File: config.mk
export PLATFORM = sky130hd
export DESIGN_NAME = dtc_vote_collector_flat
export DESIGN_NICKNAME = d
export VERILOG_FILES = /design/src/rtl/dtc_pkg.sv /design/src/rtl/dtc_vote_collector_if.sv /design/src/rtl/dtc_vote_collector.sv /design/src/flat_wrapper.sv
export SDC_FILE = /design/constraint.sdc
export NUM_CORES = 1
export LEC_CHECK = 0
export CAP_MARGIN = 20
export CORE_ASPECT_RATIO = 1.1
export CORE_MARGIN = 2
export CORE_UTILIZATION = 40
export DETAILED_ROUTE_END_ITERATION = 8
export PLACE_DENSITY = 0.66
export SLEW_MARGIN = 20
export SYNTH_ARGS = -nofsm -noshare
export SYNTH_HDL_FRONTEND = slang
export SYNTH_SLANG_ARGS = --single-unit
File: constraint.sdc
create_clock -name clk -period 6.05 [get_ports clk]
set_input_delay 1.21 -clock clk [delete_from_list [all_inputs] [get_ports clk]]
set_output_delay 1.21 -clock clk [all_outputs]
set_load 0.02 [all_outputs]
File: src/rtl/dtc_pkg.sv
// rtl/dtc_pkg.sv - shared class-code constants and vote FSM states
package dtc_pkg;

  localparam int CLASS_W     = 3;
  localparam int NUM_CLASSES = 8;

  typedef enum logic [1:0] {
    ST_ACCUM = 2'd0,
    ST_SCAN  = 2'd1,
    ST_EMIT  = 2'd2
  } dtc_state_e;

endpackage

File: src/rtl/dtc_vote_collector_if.sv
// rtl/dtc_vote_collector_if.sv - class-result input and vote-result output handshakes
interface dtc_vote_collector_if #(
  parameter int CNT_W = 8
);
  import dtc_pkg::*;

  logic               in_valid;
  logic               in_ready;
  logic [CLASS_W-1:0] in_class;
  logic               flush;
  logic               out_valid;
  logic               out_ready;
  logic [CLASS_W-1:0] out_class;
  logic [CNT_W-1:0]   out_count;
  logic [CNT_W-1:0]   out_total;

  modport master (
    output in_valid, in_class, flush, out_ready,
    input  in_ready, out_valid, out_class, out_count, out_total
  );

  modport slave (
    input  in_valid, in_class, flush, out_ready,
    output in_ready, out_valid, out_class, out_count, out_total
  );

endinterface

File: src/rtl/dtc_vote_collector.sv
// rtl/dtc_vote_collector.sv - majority vote over a window of classifier results
module dtc_vote_collector
  import dtc_pkg::*;
#(
  parameter int WINDOW = 16,
  parameter int CNT_W  = 8
) (
  input  logic                 clk,
  input  logic                 rst,
  dtc_vote_collector_if.slave  bus
);

  localparam int               IDX_W      = $clog2(NUM_CLASSES) + 1;
  localparam logic [CNT_W-1:0] LAST_TOTAL = CNT_W'(WINDOW - 1);
  localparam logic [IDX_W-1:0] SCAN_END   = IDX_W'(NUM_CLASSES);

  dtc_state_e         state;
  dtc_state_e         state_next;
  logic [CNT_W-1:0]   cnt [NUM_CLASSES];
  logic [CNT_W-1:0]   total;
  logic [CNT_W-1:0]   best;
  logic [CLASS_W-1:0] best_class;
  logic [IDX_W-1:0]   idx;
  logic [CLASS_W-1:0] scan_class;
  logic               out_valid_q;
  logic [CLASS_W-1:0] out_class_q;
  logic [CNT_W-1:0]   out_count_q;
  logic [CNT_W-1:0]   out_total_q;
  logic               accept;
  logic               start_scan;
  logic               scan_done;
  logic               handshake;

  assign scan_class = idx[CLASS_W-1:0];
  assign accept     = bus.in_valid && (state == ST_ACCUM);
  // A flush only closes a window that will hold at least one sample after this edge.
  assign start_scan = (state == ST_ACCUM) &&
                      ((accept && (total == LAST_TOTAL)) ||
                       (bus.flush && (accept || (total != '0))));
  assign scan_done  = (state == ST_SCAN) && (idx == SCAN_END);
  assign handshake  = (state == ST_EMIT) && bus.out_ready;

  assign bus.in_ready  = (state == ST_ACCUM);
  assign bus.out_valid = out_valid_q;
  assign bus.out_class = out_class_q;
  assign bus.out_count = out_count_q;
  assign bus.out_total = out_total_q;

  always_ff @(posedge clk or posedge rst) begin
    if (rst) begin
      state <= ST_ACCUM;
    end else begin
      state <= state_next;
    end
  end

  always_comb begin
    state_next = state;
    case (state)
      ST_ACCUM: if (start_scan) state_next = ST_SCAN;
      ST_SCAN:  if (scan_done)  state_next = ST_EMIT;
      ST_EMIT:  if (handshake)  state_next = ST_ACCUM;
      default:                  state_next = ST_ACCUM;
    endcase
  end

  // The scan walks idx 0..7 then spends one more edge latching the result.
  always_ff @(posedge clk or posedge rst) begin
    if (rst) begin
      for (int i = 0; i < NUM_CLASSES; i++) cnt[i] <= '0;
      total       <= '0;
      idx         <= '0;
      best        <= '0;
      best_class  <= '0;
      out_valid_q <= 1'b0;
      out_class_q <= '0;
      out_count_q <= '0;
      out_total_q <= '0;
    end else begin
      case (state)
        ST_ACCUM: begin
          if (accept) begin
            cnt[bus.in_class] <= cnt[bus.in_class] + CNT_W'(1);
            total             <= total + CNT_W'(1);
          end
          if (start_scan) begin
            idx        <= '0;
            best       <= '0;
            best_class <= '0;
          end
        end
        ST_SCAN: begin
          if (!scan_done) begin
            if (cnt[scan_class] > best) begin
              best       <= cnt[scan_class];
              best_class <= scan_class;
            end
            idx <= idx + IDX_W'(1);
          end else begin
            out_valid_q <= 1'b1;
            out_class_q <= best_class;
            out_count_q <= best;
            out_total_q <= total;
          end
        end
        ST_EMIT: begin
          if (handshake) begin
            for (int i = 0; i < NUM_CLASSES; i++) cnt[i] <= '0;
            out_valid_q <= 1'b0;
            total       <= '0;
            idx         <= '0;
            best        <= '0;
            best_class  <= '0;
          end
        end
        default: ;
      endcase
    end
  end

endmodule

File: src/flat_wrapper.sv
// flat-port wrapper written by rule: the top's interface ports become plain ports
module dtc_vote_collector_flat import dtc_pkg::*;
#(
  parameter int WINDOW = 16,
  parameter int CNT_W  = 8
)
  (clk, rst, bus_in_valid, bus_in_class, bus_flush, bus_out_ready, bus_in_ready, bus_out_valid, bus_out_class, bus_out_count, bus_out_total);
  dtc_vote_collector_if #(.CNT_W(CNT_W)) bus_i ();
  input  logic clk;
  input  logic rst;
  input wire logic [$bits(bus_i.in_valid)-1:0] bus_in_valid;
  input wire logic [$bits(bus_i.in_class)-1:0] bus_in_class;
  input wire logic [$bits(bus_i.flush)-1:0] bus_flush;
  input wire logic [$bits(bus_i.out_ready)-1:0] bus_out_ready;
  output wire logic [$bits(bus_i.in_ready)-1:0] bus_in_ready;
  output wire logic [$bits(bus_i.out_valid)-1:0] bus_out_valid;
  output wire logic [$bits(bus_i.out_class)-1:0] bus_out_class;
  output wire logic [$bits(bus_i.out_count)-1:0] bus_out_count;
  output wire logic [$bits(bus_i.out_total)-1:0] bus_out_total;
  assign bus_i.in_valid = bus_in_valid;
  assign bus_i.in_class = bus_in_class;
  assign bus_i.flush = bus_flush;
  assign bus_i.out_ready = bus_out_ready;
  assign bus_in_ready = bus_i.in_ready;
  assign bus_out_valid = bus_i.out_valid;
  assign bus_out_class = bus_i.out_class;
  assign bus_out_count = bus_i.out_count;
  assign bus_out_total = bus_i.out_total;
  dtc_vote_collector #(.WINDOW(WINDOW), .CNT_W(CNT_W)) u_core (.clk(clk), .rst(rst), .bus(bus_i));
endmodule
==> key figures, run 1 <==
Job
  • Total of max-cap violations: 0

Drt
  • Routed WL: approximately 14000 um
  • Via/cell ratio: 5.79
  • ANT nets after route: 0
  • DR vias: approximately 4400
  • DRC Markers: 0
  • Wire length per cell: roughly 18 um
  • Iteration-0 DRC Markers: 310
  • Detailed Routing Iterations Pass 1: 5

Final layout
  • Area growth syn-to-layout: 11.3%
  • Most frequent cells in the layout: dfrtp_1 (109), o21ai_0 (61), nand3_1 (56)
  • Most common cell after layout, fill and taps aside: dfrtp_1
  • Share of cells above drive strength 1: roughly 13%
  • Nets: between 500 and 600
  • Antenna diodes: 0

Timing
  • Tmin final: roughly 4300 ps
  • Maximum clock frequency: between 200 and 250 MHz
  • Fin crit share: a little under three quarters
  • Worst hold slack: around 480 ps
  • Setup-failing EPs final: 0
  • Setup WS post-layout: 1710 ps
  • Max Clock Skew: ~11 ps
  • Rel. slew slack: approximately 30%
  • Worst-Margin Slew: approximately 1100 ps
  • Final Max Slew Viols: 0
  • Final TNS setup: 0 ps
  • Final Hold Vio Count: 0
  • RSZ-0062 raised after global routing: no

Critical path
  • Critical path endpoint category: flop
  • Flop2flop setup slack: 2630 ps
  • Worst path cell trace: clkdlybuf4s50_1 > mux4_1 > mux2i_1 > inv_1 > ha_1 > nor3b_1 > xor2_1 > o21ai_0
  • Critical path arrival: 4540 ps
  • Critical path launch point type: primary input
  • Crit path max-delay cell type: clkdlybuf4s50_1
  • Required time worst endpoint: about 6300 ps
  • Number of buffers and inverters on the critical path: 2
  • Crit-path max cell delay: between 1000 and 1500 ps
  • Crit Path Max Fanout: 19
  • Critical path type: in2reg
  • Family with the most delay on the worst path: buffers and inverters

Synthesis
  • Syn avg cell area: approximately 11 sq um
  • #FFs+latches synth: ~110
  • Cell Area, Synth: between 5000 and 6000 sq um
  • EDFF count, synth: 0
  • Ys async rst share: 100%
  • Seq/Total Area, Yosys: between 40 and 50%
  • Post-synthesis cell type count: 58
  • Warnings from Yosys: 0
  • Post-synth net total: between 500 and 600
  • Syn Inst Count: about 560
  • Ys flop type: dfrtp_1

Power and ir drop
  • Lkg Pwr: just under 0.003 uW
  • Pwr dens: about 450 nW/um^2
  • Worst vdd ir: 0.181 mV

Clock network
  • CTS tree: built
  • CTS root buf: clkbuf_16
  • Clock sink total: 109
  • Post-CTS Hold Fix Bufs: 0
  • Clock slew at reported path FFs: 70 ps
  • Setup Buffers After CTS: 0
  • CTS Buf Count: 9
  • Skew-Pair Late Insertion Delay: approximately 350 ps
  • Htree depth: 3
  • CTS resizes: 0
  • Clock Tree Buf Depth: 2

Hold path
  • Worst hold path type: reg2reg

Die
  • Die Footprint: roughly 16000 sq um
  • Chip Width: 120 um
  • Core area: 14400 sq um
  • Initial Util: 41.1%
  • Io pins: 29
  • Row cnt: between 40 and 50
  • Die Span Y: 132 um

Global route
  • Congestion Overflow GR: 0
  • All-Layer GR Usage: a little under a fifth
  • Pin count of the biggest net entering global routing: 89
  • First-pass GRT wire length: 22800 um
  • Vias in the first global route: 4533
  • Antenna violations before repair: 0

Place
  • I/O Buffers: 28
  • DP HPWL: 8940 um
  • Pre-CTS setup slack: 1390 ps
  • Placer congestion estimate: 0.825

Run status
  • Status: finished, final reports clean
[registers in the layout, summed over array words and instances, names as in the netlist, 3 cells and up]
signal	count
u_core.idx	4
u_core.bus.out_total	8
u_core.bus.out_count	8
u_core.best_class	3
u_core.total	8
u_core.cnt	64
u_core.best	8
u_core.bus.out_class	3
[routing by layer]
metal	GRT usage, %	up-vias	share of wire (%)
met5	0	-	0
met4	6.67	0	2.3
met3	3.08	22	4.9
met2	31.1	125	50
met1	22.8	2198	43
li1	-	2051	-
[Yosys cell counts, types with 5 or more instances]
master,count,area (sq um)
nor2b_1,8,50.1
mux4_2,23,518
xor2_1,7,61.3
inv_1,25,93.8
o21ai_0,61,305
a32o_1,7,70.1
nand3_1,56,280
mux2i_1,8,80.1
ha_1,13,163
o22ai_1,12,75.1
nor4_1,10,62.6
dfrtp_1,109,2730
mux2_2,23,259
nor2_1,29,109
a211o_1,7,61.3
buf_6,5,56.3
nand2_1,50,188
clkbuf_1,22,82.6
buf_1,6,22.5
[layout make-up]
class | instances | area (sq um)
inverter | 26 | 103
clock inverter | 3 | 68.8
multi-input combinational | 384 | 2890
sequential | 109 | 2730
tap | 192 | 240
clock buffer | 12 | 256
fill | 1348 | 7850
timing repair buffer | 33 | 313
[kinds of logic (layout without fill, tap and decap cells)]
kind of cell               after synthesis  after routing  share of synthesized area, %
DFF                                    109            109                          46.0
adders and majority gates               13             13                          2.74
xor gates and xnor gates                11             11                          1.75
and+or+nand+nor                        181            181                          14.9
AOI/OAI and AO/OA                      120            120                          13.1
buffers and inverters                   65             74                          5.25
muxes                                   59             59                          16.2
[where the power goes]
part           leakage, uW  switching, uW  total, uW  internal, uW
Sequential         0.00146            167       1100           934
Clock             0.000159            252        636           384
Combinational      0.00128            666       1200           535
[final timing paths]
kind,from,to,depth (start not counted)
worst min-delay path,u_core.bus.out_valid$_DFFE_PP0P_,u_core.bus.out_valid$_DFFE_PP0P_,1
min in group asynchronous,rst,u_core.cnt[52]$_DFFE_PP0P_,2
worst max-delay path,bus_in_class[0],u_core.cnt[60]$_DFFE_PP0P_,8
max in group asynchronous,rst,u_core.bus.out_count[6]$_DFFE_PP0P_,3
worst min register to register,u_core.bus.out_valid$_DFFE_PP0P_,u_core.bus.out_valid$_DFFE_PP0P_,1
worst max register to register,u_core.idx[1]$_DFFE_PP0P_,u_core.best_class[2]$_DFFE_PP0P_,11
[through the flow]
step	cells	cell area [sq um]	util, %	power (uW)
global route	759	6600	45.7	3140
CTS	759	6600	45.7	2950
detailed placement	744	6280	43.5	2300
floorplan	558	5930	-	1970
finish	759	6600	45.7	2940
global placement	744	6280	43.5	2260
[worst reg2reg max path, cell delays in order, from the launching register on]
cell and delay (ps):
dfrtp_1 330, buf_4 340, mux4_2 560, nand2_1 80, nand2_1 130, ha_1 330
a21o_1 110, a21o_1 110, a21oi_1 70, or2_2 270, a31oi_1 750, o22ai_1 200
No activity file was read; power rests on OpenSTA's default activity.
==> run 2: changes to the inputs <==
--- a/config.mk
+++ b/config.mk
@@ -10,7 +10,7 @@
 export CORE_MARGIN = 2
 export CORE_UTILIZATION = 40
 export DETAILED_ROUTE_END_ITERATION = 8
-export PLACE_DENSITY = 0.66
+export PLACE_DENSITY = 0.68
 export SLEW_MARGIN = 20
 export SYNTH_ARGS = -nofsm -noshare
 export SYNTH_HDL_FRONTEND = slang
==> constraint.sdc (replaced) <==
create_clock -name clk -period 3.5 [get_ports clk]
set_input_delay 0.7 -clock clk [delete_from_list [all_inputs] [get_ports clk]]
set_output_delay 0.7 -clock clk [all_outputs]
set_load 0.02 [all_outputs]
==> run 2 against run 1 <==
Compared with the run above:
- critical path depth is 2 higher
- sequential cell count unchanged
- final area grew 3.5%
- clock power is 67% higher
- first-iteration DRC count is 27% higher
- via count up 2.7%
- wire length is 4.3% higher
- clock skew barely moved
- count of clock-buffer cells in the layout decreased by 2
- non-clock buffer count up 22
- setup slack lost 1400 ps
- critical endpoint is now u_core.cnt[30]$_DFFE_PP0P_
- largest cell class unchanged
- largest power group unchanged
==> key figures, run 2 (same netlist as run 1, synthesis figures left out) <==
Run status
  • Status: finished, final reports clean

Die
  • Die Span Y: 132 um (unchanged)
  • Core area: 14400 sq um (unchanged)
  • Chip Width: 120 um (unchanged)
  • Io pins: 29 (unchanged)
  • Initial Util: 41.1% (unchanged)
  • Die Footprint: 15800 sq um (unchanged)
  • Row cnt: 46 (unchanged)

Power and ir drop
  • Lkg Pwr: 0.00301 uW (+3.8%)
  • Total power: 5150 uW (+75%)
  • Worst vdd ir: 0.282 mV (+55%)
  • Pwr dens: 754 nW/um^2 (+69%)

Clock network
  • CTS Buf Count: 9 (unchanged)
  • Skew-Pair Late Insertion Delay: 360 ps (about the same)
  • Clock Tree Buf Depth: 2 (unchanged)
  • Post-CTS Hold Fix Bufs: 0 (unchanged)
  • Htree depth: 3 (unchanged)
  • Clock slew at reported path FFs: 70 ps (about the same)
  • CTS resizes: 0 (unchanged)
  • CTS root buf: clkbuf_16
  • Setup Buffers After CTS: 0 (unchanged)
  • Clock sink total: 109 (unchanged)
  • CTS tree: built

Global route
  • All-Layer GR Usage: 18.7% (+0.64 points)
  • First-pass GRT wire length: 23400 um (+2.6%)
  • Congestion Overflow GR: 0 (unchanged)
  • Vias in the first global route: 4509 (-0.53%)
  • Antenna violations before repair: 0 (unchanged)
  • Pin count of the biggest net entering global routing: 110 (+24%)

Final layout
  • Share of cells above drive strength 1: 16.8% (+3.4 points)
  • Most common cell after layout, fill and taps aside: dfrtp_1
  • Biggest register: u_core.cnt
  • Final core utilization: 47.3% (+1.6 points)
  • Largest register FFs: 64 (unchanged)
  • Most frequent cells in the layout: dfrtp_1 (109), o21ai_0 (61), nand3_1 (56)
  • Antenna diodes: 0 (unchanged)
  • Register area: 2730 sq um (unchanged)
  • Fillers: 1318 (-2.2%)
  • Multi-input logic area: 2890 sq um (unchanged)
  • Final Cell Area: 6830 sq um (+3.5%)
  • Nets: 606 (+3.8%)
  • Area growth syn-to-layout: 15.1%

Critical path
  • Critical path endpoint category: flop
  • Crit path max-delay cell type: mux4_1
  • Required time worst endpoint: 3710 ps (-2540 ps)
  • Crit-path max cell delay: 550 ps (-620 ps)
  • Critical path type: in2reg
  • Family with the most delay on the worst path: multiplexers
  • Crit Path Max Fanout: 19 (unchanged)
  • Worst path cell trace: clkdlybuf4s50_1 > buf_12 > mux4_1 > mux2i_1 > inv_1 > ha_1 > nand2b_1 > nor4_1 > xor2_1 > o21ai_0
  • Number of buffers and inverters on the critical path: 3 (+1)
  • Flop2flop setup slack: 510 ps (-2120 ps)
  • Critical path arrival: 3390 ps (-1150 ps)
  • Critical path launch point type: primary input

Place
  • I/O Buffers: 28 (unchanged)
  • Placer congestion estimate: 0.916 (+11%)
  • DP HPWL: 9460 um (+5.9%)
  • Placed cell area: 6520 sq um (+3.8%)

Job
  • Total of max-cap violations: 0 (unchanged)

Timing
  • Maximum clock frequency: between 300 and 400 MHz
  • Worst hold slack: 485 ps (+2.34 ps)
  • Rel. slew slack: 44.2% (+15 points)
  • Final Max Slew Viols: 0 (unchanged)
  • Max Clock Skew: 10.7 ps (-0.366 ps)
  • Final TNS setup: 0 ps (unchanged)
  • Tmin final: about 3200 ps
  • RSZ-0062 raised after global routing: no
  • Final Hold Vio Count: 0 (unchanged)
  • Fin crit share: between 90% and 100%
  • Worst-Margin Slew: 832 ps (-222 ps)
  • Setup-failing EPs final: 0 (unchanged)

Drt
  • DRC Markers: 0 (unchanged)
  • Detailed Routing Iterations Pass 1: 5 (unchanged)
  • Routed WL: 14100 um (+4.3%)
  • Via/cell ratio: 5.77 (-0.31%)
  • DR vias: 4515 (+2.7%)
  • Wire length per cell: 18.1 um (+1.2%)
  • ANT nets after route: 0 (unchanged)
  • Iteration-0 DRC Markers: 395 (+27%)

Hold path
  • Worst hold path type: reg2reg
-- run 2: changes by cell type in the layout (fill, tap and decap cells not counted) --
| cell | change |
|---|---|
| buf_12 | +6 |
| buf_2 | -1 |
| buf_4 | +16 |
| bufinv_16 | -1 |
| clkbuf_1 | -1 |
| clkbuf_8 | -1 |
| clkdlybuf4s50_1 | +1 |
| clkinv_2 | +1 |
| clkinv_4 | -1 |
| clkinvlp_4 | +3 |
| inv_8 | +1 |
-- run 2: through the flow --
step           setup slack, ps  cells
6_report                   325    782
3_5_place_dp              4.64    766
5_1_grt                    136    782
3_3_place_gp               118    766
4_1_cts                    348    782
2_1_floorplan              212    558
-- run 2: metal layers --
metal | track usage (%) | share of wire (%)
met1 | 24.3 | 43
met4 | 8.43 | 2.7
met2 | 31.0 | 50
met5 | 0 | 0
met3 | 2.73 | 4.3
-- run 2: layout make-up --
type / count / area share (%)
Sequential cell: 109 / 39.9
Tap cell: 192 / 3.52
Timing Repair Buffer: 55 / 8.17
Multi-Input combinational cell: 384 / 42.3
Clock buffer: 10 / 3.50
Clock inverter: 6 / 1.03
Inverter: 26 / 1.48
-- run 2: worst paths after layout --
kind	startpoint	to	cells after the start
setup / recovery	bus_in_class[0]	u_core.cnt[30]$_DFFE_PP0P_	10
hold / removal	u_core.bus.out_valid$_DFFE_PP0P_	u_core.bus.out_valid$_DFFE_PP0P_	1
setup reg to reg	u_core.idx[2]$_DFFE_PP0P_	u_core.best[6]$_DFFE_PP0P_	9
hold reg to reg	u_core.bus.out_valid$_DFFE_PP0P_	u_core.bus.out_valid$_DFFE_PP0P_	1
max in group asynchronous	rst	u_core.cnt[47]$_DFFE_PP0P_	3
min in group asynchronous	rst	u_core.cnt[30]$_DFFE_PP0P_	3
-- run 2: worst reg2reg max path, delay by kind of cell (launching register included) --
kind | cells | cell delay [ps]
AO/OA/AOI/OAI | 5 | 1070
flip-flops | 1 | 560
buffers and inverters | 1 | 490
multiplexers | 1 | 430
adder cells (fa/ha/maj) | 1 | 240
AND/OR/NAND/NOR | 1 | 50
-- run 2: report_power, final --
| group | internal (uW) | switching, uW |
|---|---|---|
| combinational | 1020 | 1150 |
| sequential | 1610 | 309 |
| clock | 581 | 483 |
| total | 3210 | 1940 |
